--- config.mk ---
export PLATFORM = sky130hd
export DESIGN_NAME = pci_target_ctrl
export DESIGN_NICKNAME = d
export VERILOG_FILES = /design/src/rtl/pci_target_ctrl.sv
export SDC_FILE = /design/constraint.sdc
export NUM_CORES = 1
export LEC_CHECK = 0
export ABC_AREA = 1
export BUFFER_PORTS_ARGS = -buffer_cell sky130_fd_sc_hd__buf_2
export CAP_MARGIN = 40
export CORE_AREA = 2 2 100 102
export CTS_CLUSTER_SIZE = 40
export DETAILED_ROUTE_END_ITERATION = 6
export DIE_AREA = 0 0 102 104
export GPL_ROUTABILITY_DRIVEN = 0
export PLACE_DENSITY = 0.8
export SYNTH_ARGS = -nofsm -noshare
export SYNTH_HDL_FRONTEND = slang
export SYNTH_SLANG_ARGS = --single-unit
--- constraint.sdc ---
create_clock -name clk -period 1.8 [get_ports clk]
set_input_delay 0.18 -clock clk [delete_from_list [all_inputs] [get_ports clk]]
set_output_delay 0.18 -clock clk [all_outputs]
set_load 0.01 [all_outputs]
--- src/rtl/pci_target_ctrl.sv ---
// PCI target bus FSM in front of the 32-bit memory: decodes memory read/write
// cycles, claims them from the memory's address window and paces TRDY#/STOP#.
module pci_target_ctrl #(
    parameter int WAIT_STATES = 0,
    parameter int MAX_BURST   = 16
) (
    input  logic        clk,
    input  logic        rst,
    input  logic        frame_n,
    input  logic        irdy_n,
    input  logic [3:0]  cbe_n,
    input  logic [31:0] ad_in,
    output logic [31:0] ad_out,
    output logic        ad_oe,
    output logic        devsel_n,
    output logic        trdy_n,
    output logic        stop_n,
    output logic [31:0] mem_add,
    output logic [31:0] mem_data,
    output logic [3:0]  mem_be,
    output logic        mem_we,
    input  logic [31:0] mem_rdata,
    input  logic        mem_devsel_32,
    input  logic        mem_last_add
);

    typedef enum logic [2:0] {
        IDLE, DECODE, CLAIM, WAIT, XFER, STEP, DISC, TURN
    } state_t;

    localparam logic [3:0] CMD_MEM_READ  = 4'b0110;
    localparam logic [3:0] CMD_MEM_WRITE = 4'b0111;
    localparam logic [7:0] BURST_LIMIT   = 8'(MAX_BURST);

    state_t      state, state_nxt;
    logic [29:0] addr_q;
    logic        is_read_q;
    logic        last_q;
    logic        frame_q;
    logic [7:0]  beat_q;
    logic [2:0]  wait_q;
    logic [31:0] data_q;
    logic [3:0]  be_q;
    logic        we_q;
    logic        valid_cmd;
    logic        xfer_edge;

    assign valid_cmd = (cbe_n == CMD_MEM_READ) || (cbe_n == CMD_MEM_WRITE);
    // TRDY# is asserted for the whole of XFER, so IRDY# alone decides the transfer
    assign xfer_edge = (state == XFER) && !irdy_n;

    assign mem_add  = {addr_q, 2'b00};
    assign mem_data = data_q;
    assign mem_be   = be_q;
    assign mem_we   = we_q;

    always_ff @(posedge clk) begin
        if (rst) begin
            state     <= IDLE;
            addr_q    <= '0;
            is_read_q <= 1'b0;
            last_q    <= 1'b0;
            frame_q   <= 1'b0;
            beat_q    <= '0;
            wait_q    <= '0;
            data_q    <= '0;
            be_q      <= '0;
            we_q      <= 1'b0;
        end else begin
            state  <= state_nxt;
            we_q   <= 1'b0;
            wait_q <= (state == WAIT) ? wait_q + 3'd1 : 3'd0;

            if (state == IDLE && state_nxt == DECODE) begin
                addr_q    <= ad_in[31:2];
                is_read_q <= (cbe_n == CMD_MEM_READ);
                beat_q    <= '0;
            end

            // Sampled while the memory shows the beat's own address
            if (state == XFER)
                last_q <= mem_last_add;

            if (xfer_edge) begin
                beat_q  <= beat_q + 8'd1;
                frame_q <= frame_n;
                if (is_read_q) begin
                    if (!mem_last_add)
                        addr_q <= addr_q + 30'd1;
                end else begin
                    data_q <= ad_in;
                    be_q   <= ~cbe_n;
                    we_q   <= 1'b1;
                end
            end

            // Writes advance only after the memory has consumed the current address
            if (we_q && !last_q)
                addr_q <= addr_q + 30'd1;
        end
    end

    always_comb begin
        state_nxt = state;
        devsel_n  = 1'b1;
        trdy_n    = 1'b1;
        stop_n    = 1'b1;
        ad_oe     = 1'b0;
        ad_out    = '0;
        case (state)
            IDLE: begin
                if (!frame_n && valid_cmd)
                    state_nxt = DECODE;
            end
            DECODE: state_nxt = CLAIM;
            CLAIM: begin
                if (mem_devsel_32)
                    state_nxt = IDLE;
                else if (WAIT_STATES == 0)
                    state_nxt = XFER;
                else
                    state_nxt = WAIT;
            end
            WAIT: begin
                devsel_n = 1'b0;
                if (int'(wait_q) >= WAIT_STATES - 1)
                    state_nxt = XFER;
            end
            XFER: begin
                devsel_n = 1'b0;
                trdy_n   = 1'b0;
                if (is_read_q) begin
                    ad_oe  = 1'b1;
                    ad_out = mem_rdata;
                end
                if (!irdy_n)
                    state_nxt = STEP;
            end
            STEP: begin
                devsel_n = 1'b0;
                // A master ending the burst takes priority over a target disconnect
                if (frame_q)
                    state_nxt = TURN;
                else if (last_q || beat_q == BURST_LIMIT)
                    state_nxt = DISC;
                else
                    state_nxt = XFER;
            end
            DISC: begin
                devsel_n = 1'b0;
                stop_n   = 1'b0;
                if (frame_n)
                    state_nxt = TURN;
            end
            TURN: state_nxt = IDLE;
            default: state_nxt = IDLE;
        endcase
    end

endmodule

### Word level (Yosys, flattened, before mapping)

Index checks and enable logic that the tools add are counted.

* register bits: 81
* input port bits: 74
* output and inout bits: 105
* logic and storage cells: 61

* add/sub/neg operators: 2
* equal/unequal tests: 11
* mux-type cells: 22
* bitwise operators: 3
* reduce and logical (&&, ||, !) cells: 14

Operators with widths (number)
* 30-bit 2-to-1 mux: 5
* 32-bit 2-to-1 mux: 2
* 30-bit by 1-bit adder with 30-bit output, second input constant: 1
* 3-bit case mux with 8 select lines: 1
* 8-bit 2-to-1 mux: 2
* 3-bit equality test, second input constant: 4
* 3-bit 2-to-1 mux: 4
* 8-bit by 1-bit adder with 8-bit output, second input constant: 1
* 4-bit by 3-bit equality test with 1-bit output, second input constant: 2
* 8-bit by 5-bit equality test with 1-bit output, second input constant: 1
* 3-bit by 1-bit equality test with 1-bit output, second input constant: 2
* 3-bit by 2-bit equality test with 1-bit output, second input constant: 2
* 1-bit 2-to-1 mux: 6
* 1-bit logical AND: 4
* 2-bit 2-to-1 mux: 2
* 4-bit NOT: 1
* 4-bit OR reduction: 1
* 1-bit logical NOT: 3
* 3-bit logical NOT: 1
* 1-bit logical OR: 2
* 1-bit NOT: 2
* 2-bit AND reduction: 1
* 2-bit nonzero test: 1
* 2-bit OR reduction: 1

### Longest topological paths before layout

Gate-level depths: netlist of run 1.

* word-level depth: 12
* mapped depth: 12
* depth with buffers taken out: 12

### Worst setup path before layout of run 1

Ideal clock, no wire load.

* path kind: flip-flop to flip-flop
* start point: reg addr_q[0]
* end point: reg addr_q[20]
* library setup time: 0.070 ns
* data arrival time: 1.477 ns
* data required time: 1.730 ns
* slack: 0.253 ns
* stages on the path, launching flop included: 8
* buffers on the path: 0
* clock period less this slack: 1.547 ns
* path through: dfxtp_1 > ha_1 > nand2_1 > nor2_2 > nand4_1 > nor2_1 > nand4_1 > a21oi_1

* word-level cells in the longest chain between the ends: 5

RTL lines
* start, declared: line 36 `logic [29:0] addr_q;`
* start signal, assigned: line 75 `addr_q <= ad_in[31:2];`
* start signal, assigned: line 89 `addr_q <= addr_q + 30'd1;`
* start signal, assigned: line 99 `addr_q <= addr_q + 30'd1;`
* 30-bit by 1-bit adder with 30-bit output (*): line 89, 99
* 30-bit 2-to-1 mux: line 88 `if (!mem_last_add)`
* 30-bit 2-to-1 mux: line 87 `if (is_read_q) begin`
* 30-bit 2-to-1 mux: line 84 `if (xfer_edge) begin`
* 30-bit 2-to-1 mux (*): line 98 `if (we_q && !last_q)`

Every way passes the cells marked *; elsewhere a longest branch is shown, timed or not.
A chain may end at the register's enable or synchronous reset.

### Final worst setup path of run 1

* start point: reg state[0]
* end point: out ad_out[19]

* word-level cells in the longest chain between the ends: 2

RTL lines
* start, declared: line 35 `state_t state, state_nxt;`
* start signal, assigned: line 70 `state <= state_nxt;`
* 3-bit equality test: line 110 `case (state)`
* 32-bit 2-to-1 mux: line 110
* end, declared: line 13 `output logic [31:0] ad_out,`

Every way passes these cells.

==> impl_metrics.tcl, run 1 <==
set metrics [dict create \
    status "finished clean" \
    cts.clk_slew.worst_paths_ns 0.09 \
    filler_cell_count 922 \
    peakVddDrop_uv 309 \
    antenna_found_initial 0 \
    numPortBuffers 176 \
    grt_start_max_net_pins 37 \
    worst-endpoint-required_ns 1.62 \
    synthArstFlopShare 0 \
    cts_buffer_depth 2 \
    io_pins 179 \
    hold_viol_final 0 \
    synth_area_per_cell_um2 6.32 \
    max_clock_freq_mhz 584 \
    fin_area_um2 5920 \
    synth_top_area_share 0.348 \
    die_h_um 104 \
    end_kind "output port" \
    drt_wl_total_um 14700 \
    dpl.hpwl_um 11000 \
    initialDrtViolationCount 444 \
    die_w_um 102 \
    criticalPathCategory "flop to output port" \
    clock-root-buffer "clkbuf_8" \
    place_area_um2 5730 \
    yosysTopAreaCell "dfxtp_1" \
    hold_depth 2 \
    drv_slew 0 \
    clk_latency_ns 0.36 \
    crit_arrival_ns 1.53 \
    layout.nets 988 \
    drv_cap 0 \
    cts_tree "yes" \
    vias 5426 \
    ant_nets 0 \
    cts_hold_buf 0 \
    grt_pass1_vias 4768 \
    area_growth_pct 27.0 \
    grt_pass1_wl_um 23300 \
    startpoint_type "flop" \
    diodes 0 \
    viasPerCell 5.17 \
    critPathMaxFanout 12 \
    cts.sinks 81 \
    synth_area_um2 4660 \
    initial_core_util 0.488 \
    post_cts_buffers 0 \
    syn_inst 738 \
    p_leak_nw 2.64 \
    firstDrtPassIters 5 \
    reg2reg_from "addr_q[15]" \
    cts_buffers 9 \
    drc 0 \
    whs_endpoint "is_read_q" \
    synth_flop_cell "dfxtp_1" \
    design.core.area_um2 9550 \
    die_area_um2 10600 \
    synth_area_leaders "dfxtp_1, nand2_1, a21oi_1" \
    setup_viol 0 \
    synth_edf_count 0 \
    rr_endpoint "addr_q[29]" \
    synth.distinct_cells 36 \
    overflow 0 \
    synth.yosys.seq_area_share 0.348 \
    power_density_nw_per_um2 578 \
    grt.total_usage 0.272 \
    rr_worst_depth 8 \
    reg2reg_slack_ns 0.11 \
    wl_per_cell_um 14.0 \
    ys_warn_count 0 \
    period_needed_ns 1.71 \
    rows 36 \
    cts_resized 0 \
    drive_above_1_share 0.262 \
    ys_seq_elements 81 \
    holdCritStartpoint "cbe_n[0]" \
    fin_worst_skew_ns 0.00799 \
    setup-tns-final_ns 0 \
    rsz0062_at_grt "false" \
    htreeDepth 3 \
    min_path_type "input pin to flop" \
    timing.final.crit_share 0.950 \
]
-- area by class of cell --
type                       count  area (µm²)  area share
multi-input combinational    553        2590       0.437
clock buffer                  10         128      0.0216
clock inverter                 6        52.6     0.00887
sequential                    81        1620       0.274
inverter                      63         236      0.0399
timing repair buffer         203        1130       0.191
tap                          133         166      0.0281
-- layout by cell type, fill, tap and decap left out, drive strengths merged, types with 10 or more instances in the layout --
cell	count
buf	203
clkbuf	10
dfxtp	81
nand2	199
inv	64
a21oi	78
nor2	106
nand3	72
o21ai	39
nor3	21
-- per-layer routing --
layer	up-vias	wire (µm)	GRT usage
li1	2731	-	-
met1	2422	6570	0.396
met2	246	6620	0.410
met3	27	1280	0.0504
met4	0	244	0.0771
met5	-	0	0
-- state kept, by name (all words and copies together) (netlist names) --
| name | cells |
|---|---|
| mem_data | 32 |
| is_read_q | 1 |
| mem_be | 4 |
| addr_q | 30 |
| last_q | 1 |
| frame_q | 1 |
| mem_we | 1 |
| state | 3 |
| beat_q | 8 |
-- through the flow --
step / power [mW] / setup slack [ns] / hold slack, ns / std cells / util
2_1_floorplan: 2.02 / 0.253 / 0.279 / 739 / -
3_3_place_gp: 2.19 / 0.237 / 0.406 / 1033 / 0.600
3_5_place_dp: 2.19 / 0.217 / 0.400 / 1033 / 0.600
4_1_cts: 3.43 / 0.0714 / 0.0171 / 1049 / 0.619
5_1_grt: 3.57 / 0.0236 / 0.0228 / 1049 / 0.620
6_report: 3.42 / 0.0891 / 0.0247 / 1049 / 0.620
-- worst max-delay path, cell delays in order (launching register included) --
cell	delay, ns
dfxtp_1	0.38
nor2_4	0.22
nand2_8	0.13
nor2_1	0.25
buf_2	0.19
-- cell families after synthesis --
logic type      share of synthesized area
compound gates                      0.145
xor+xnor                           0.0150
fa+ha+maj                         0.00805
buf+inv                            0.0995
flops                               0.348
mux                               0.00215
other cells                      0.000804
simple gates                        0.382
-- synth_stat cells (all sizes together) (2+ instances only) --
| master | n |
|---|---|
| a211oi | 4 |
| a21oi | 78 |
| buf | 24 |
| clkbuf | 18 |
| dfxtp | 81 |
| ha | 3 |
| inv | 62 |
| nand2 | 199 |
| nand3 | 72 |
| nand3b | 2 |
| nand4 | 9 |
| nor2 | 106 |
| nor3 | 21 |
| nor4 | 3 |
| o211ai | 3 |
| o21ai | 39 |
| xor2 | 8 |
-- worst max-delay path by stage --
| stage | from | to | slack, ns | cells past startpoint |
|---|---|---|---|---|
| floorplan | addr_q[0] | addr_q[20] | 0.25 | 7 |
| global placement | state[0] | addr_q[15] | 0.24 | 9 |
| detailed placement | addr_q[15] | addr_q[29] | 0.22 | 9 |
| CTS | is_read_q | ad_out[19] | 0.07 | 4 |
| global route | state[0] | ad_out[31] | 0.02 | 5 |
| finish | state[0] | ad_out[19] | 0.09 | 4 |
-- power by group --
part	internal [mW]	leakage, nW	switching [mW]
sequential	1.81	0.655	0.0306
combinational	0.125	1.90	0.184
clock	0.521	0.0850	0.747
total	2.46	2.64	0.961
(Power assumes the default switching activity.)
==> run 2: changes to the inputs <==
- CORE_AREA: 2 2 100 102 -> 2 2 133 135
- DIE_AREA: 0 0 102 104 -> 0 0 135 137
- PLACE_DENSITY: 0.8 -> not set
==> impl_metrics.tcl, run 2 (synthesis gave the netlist of run 1 again) <==
set metrics [dict create \
    initial_core_util 0.273 \
    cts_buffer_depth 2 \
    timing.final.crit_share 0.911 \
    design.core.area_um2 17100 \
    status "finished clean" \
    largest_reg_flops 32 \
    wl_per_cell_um 14.5 \
    die_w_um 135 \
    worst-endpoint-required_ns 2.08 \
    power_density_nw_per_um2 651 \
    p_leak_nw 2.73 \
    grt.total_usage 0.178 \
    hold_viol_final 0 \
    peakVddDrop_uv 361 \
    ant_nets 0 \
    drv_cap 0 \
    rsz0062_at_grt "false" \
    die_area_um2 18500 \
    regArea_um2 1620 \
    numPortBuffers 176 \
    cts_buffers 9 \
    grt_start_max_net_pins 54 \
    viasPerCell 4.70 \
    vias 5392 \
    setup_viol 0 \
    layout_common_cells "nand2_1, buf_2, nor2_1" \
    min_path_type "input pin to flop" \
    initialDrtViolationCount 419 \
    io_pins 179 \
    final_core_util 0.365 \
    startpoint_type "flop" \
    cts_tree "yes" \
    die_h_um 137 \
    clk_latency_ns 0.34 \
    drt_wl_total_um 16600 \
    cts.clk_slew.worst_paths_ns 0.07 \
    diodes 0 \
    cts.sinks 81 \
    grt_pass1_wl_um 26200 \
    crit_arrival_ns 1.91 \
    criticalPathCategory "flop to flop" \
    max_clock_freq_mhz 610 \
    drive_above_1_share 0.272 \
    fin_worst_skew_ns 0.00601 \
    end_kind "flop" \
    firstDrtPassIters 6 \
    layout.nets 994 \
    drc 0 \
    period_needed_ns 1.64 \
    clock-root-buffer "clkbuf_16" \
    htreeDepth 3 \
    drv_slew 0 \
    setup-tns-final_ns 0 \
    overflow 0 \
    rows 48 \
    final_common_cell "nand2_1" \
    filler_cell_count 1874 \
    grt_pass1_vias 5080 \
    critPathMaxFanout 5 \
    area_growth_pct 33.7 \
    antenna_found_initial 0 \
    dpl.hpwl_um 12600 \
    multi_input_comb_area_um2 2600 \
]
==> run 2: per-stage QoR <==
stage	setup slack [ns]	std cells	hold WS, ns	area (µm²)	total power, mW
floorplan	0.253	739	0.279	4670	2.02
global placement	0.168	1130	0.408	5900	2.21
detailed placement	0.176	1130	0.404	5900	2.21
CTS	0.0957	1146	0.0394	6200	4.09
global route	0.0173	1147	0.0464	6230	4.21
finish	0.161	1147	0.0460	6230	4.06
==> run 2: worst max-delay path, stage by stage, from the launching register on <==
cell and delay [ns]:
dfxtp_1 0.39, ha_1 0.22, nand2_1 0.11, nor2_2 0.18, nand4_1 0.21, nor2_2 0.20
nand4_1 0.10, a21oi_1 0.17
==> run 2: cell type report <==
cell class,count,share of cell area
multi-input combinational,553,0.417
clock inverter,6,0.0108
tap,225,0.0452
timing repair buffer,209,0.192
inverter,63,0.0383
clock buffer,10,0.0367
sequential,81,0.260
==> run 2: path summary, 6_finish.rpt <==
kind | from | endpoint | slack (ns) | depth (start not counted)
max | addr_q[1] | addr_q[20] | 0.16 | 7
max reg2reg | addr_q[1] | addr_q[20] | 0.16 | 7
min | cbe_n[0] | is_read_q | 0.05 | 2
min reg2reg | mem_data[5] | mem_data[5] | 0.46 | 2
==> run 2: where the power goes <==
group          switching (mW)  leakage (nW)  total, mW  internal [mW]
registers              0.0287         0.654       1.84           1.81
clock network           0.810         0.139       1.89           1.08
logic                   0.194          1.94      0.326          0.132
==> run 2: repair_timing <==
item | 4_1_cts | 5_1_grt
setup endpoints to repair | 0 | 13
hold buffers | 0 | 0
resized for setup | 0 | 10
setup buffers | 0 | 1
==> run 2: metal layers <==
metal / vias to the layer above / share of wire / GRT usage
li1: 2756 / - / -
met1: 2465 / 0.46 / 0.238
met2: 149 / 0.47 / 0.288
met3: 22 / 0.055 / 0.0326
met4: 0 / 0.018 / 0.0596
met5: - / 0 / 0
==> run 3: changes to the inputs <==
- ABC_AREA: 1 -> not set
- CORE_AREA: 2 2 133 135 -> 2 2 124 126
- DIE_AREA: 0 0 135 137 -> 0 0 126 128
==> impl_metrics.tcl, run 3 <==
set metrics [dict create \
    status "finished clean" \
    drc 0 \
    cts.clk_slew.worst_paths_ns 0.06 \
    numPortBuffers 176 \
    layout_common_cells "buf_2, nand2_1, dfxtp_1" \
    antenna_found_initial 0 \
    grt.total_usage 0.170 \
    area_growth_pct 45.9 \
    drt_wl_total_um 13900 \
    cts_tree "yes" \
    io_pins 179 \
    cts.sinks 81 \
    peakVddDrop_uv 474 \
    clk_latency_ns 0.35 \
    rows 45 \
    ys_warn_count 0 \
    viasPerCell 4.81 \
    cpPeakStageDelay_ns 0.34 \
    min_path_type "input pin to flop" \
    drive_above_1_share 0.369 \
    grt_pass1_wl_um 21500 \
    ys_seq_elements 81 \
    cts_buffers 9 \
    critPathMaxFanout 17 \
    startpoint_type "flop" \
    max_clock_freq_mhz 568 \
    filler_cell_count 1540 \
    synth_area_um2 4060 \
    rsz0062_at_grt "true" \
    synthArstFlopShare 0 \
    dp_cells 906 \
    ant_nets 0 \
    synth_area_per_cell_um2 7.80 \
    grt_pass1_vias 4078 \
    firstDrtPassIters 4 \
    setup_viol 0 \
    synth_edf_count 0 \
    synth_flop_cell "dfxtp_1" \
    die_h_um 128 \
    syn_inst 521 \
    criticalPathCategory "flop to output port" \
    layout.nets 810 \
    synth.distinct_cells 56 \
    slowest_stage "dfxtp_2" \
    synth.yosys.seq_area_share 0.399 \
    wl_per_cell_um 15.0 \
    regArea_um2 1630 \
    multi_input_comb_area_um2 2300 \
    worst-path-buf-inv 3 \
    drv_slew 0 \
    cp_top_family "simple AND/OR/NAND/NOR gates" \
    cts_buffer_depth 2 \
    grt_start_max_net_pins 39 \
    hold_viol_final 0 \
    design.core.area_um2 14900 \
    yosys-top-cells-count "nand2_1, dfxtp_1, a21oi_1" \
    diodes 0 \
    htreeDepth 3 \
    path_cells "buf_6 > nor2_4 > and3_4 > buf_12 > and2_4 > buf_2" \
    dpl.hpwl_um 10400 \
    period_needed_ns 1.76 \
    finalNonFillerCells 926 \
    synth_area_leaders "dfxtp_1, nand2_1, a21oi_1" \
    clock-root-buffer "clkbuf_16" \
    drv_cap 0 \
    power_density_nw_per_um2 713 \
    final_common_cell "buf_2" \
    total_power_mw 4.23 \
    worst-endpoint-required_ns 1.62 \
    synth_top_area_share 0.399 \
    end_kind "output port" \
    initial_core_util 0.273 \
    p_leak_nw 2.64 \
    die_w_um 126 \
    overflow 0 \
    fin_worst_skew_ns 0.00654 \
    die_area_um2 16100 \
    timing.final.crit_share 0.977 \
    yosysTopAreaCell "dfxtp_1" \
    yosysMostFrequentCell "nand2_1" \
    fin_area_um2 5930 \
    place_area_um2 5510 \
    final_core_util 0.399 \
    vias 4458 \
    crit_arrival_ns 1.58 \
    largest_reg_flops 32 \
    initialDrtViolationCount 245 \
]
## run 3: changes by cell type in the layout (fill, tap and decap cells not counted), sizes merged, moves of 12 or more
cell / previous run / this run
buf: 209 / 237
nand3: 72 / 15
nor3: 21 / 9
o21ai: 39 / 22
and2: 0 / 40
inv: 63 / 6
nor2: 106 / 44
a21oi: 78 / 59
nand2: 199 / 88
## run 3: path summary, 6_finish.rpt
path / startpoint / end / slack (ns) / depth (start not counted)
setup / recovery: state[0] / ad_out[21] / 0.04 / 6
setup reg to reg: state[0] / addr_q[29] / 0.08 / 6
hold reg to reg: mem_data[18] / mem_data[18] / 0.45 / 2
hold / removal: cbe_n[3] / mem_be[3] / 0.03 / 2
## run 3: cell type report
| type | instances | area share |
|---|---|---|
| flip-flops and latches | 81 | 0.274 |
| clock inverters | 2 | 0.00591 |
| well taps | 188 | 0.0397 |
| clock buffers | 14 | 0.0462 |
| inverters | 6 | 0.00380 |
| repair buffers | 237 | 0.243 |
| multi-input cells | 398 | 0.387 |
## run 3: logic make-up after synthesis
kind of cell	Yosys count	share of synthesized area
DFF	81	0.399
and+or+nand+nor	250	0.322
muxes	1	0.00246
xor gates and xnor gates	2	0.00431
buffers and inverters	43	0.0483
other	1	0.000923
adders and majority gates	3	0.00924
AOI/OAI and AO/OA	140	0.214
## run 3: power breakdown
group | internal, mW | total [mW] | switching [mW]
Combinational | 0.208 | 0.437 | 0.228
Sequential | 1.83 | 1.86 | 0.0324
Clock | 1.19 | 1.93 | 0.744
## run 3: what timing repair did
action / CTS / global route
endpoints found under the setup margin: 33 / 75
hold buffers: 0 / 0
buffers inserted: 1 / 2
pin swaps: 2 / 4
gates cloned: 1 / 0
resized for setup: 9 / 11
## run 3: layer usage
metal  global-route usage  vias to the layer above  wire length [µm]
met1                0.219                     2000              6270
met4               0.0485                        0               186
met2                0.269                      169              6320
met3               0.0597                       16              1120
li1                     -                     2273                 -
met5                    0                        -                 0
## run 3: metrics by stage
step | TNS, ns | worst slack (ns) | hold slack, ns
final | 0 | 0.0409 | 0.0276
after global routing | -0.252 | -0.0292 | 0.0142
after CTS | 0 | 0.0123 | 0.0147
after detailed placement | 0 | 0.0780 | 0.384
after global placement | 0 | 0.0880 | 0.385
after floorplan | 0 | 0.0401 | 0.276
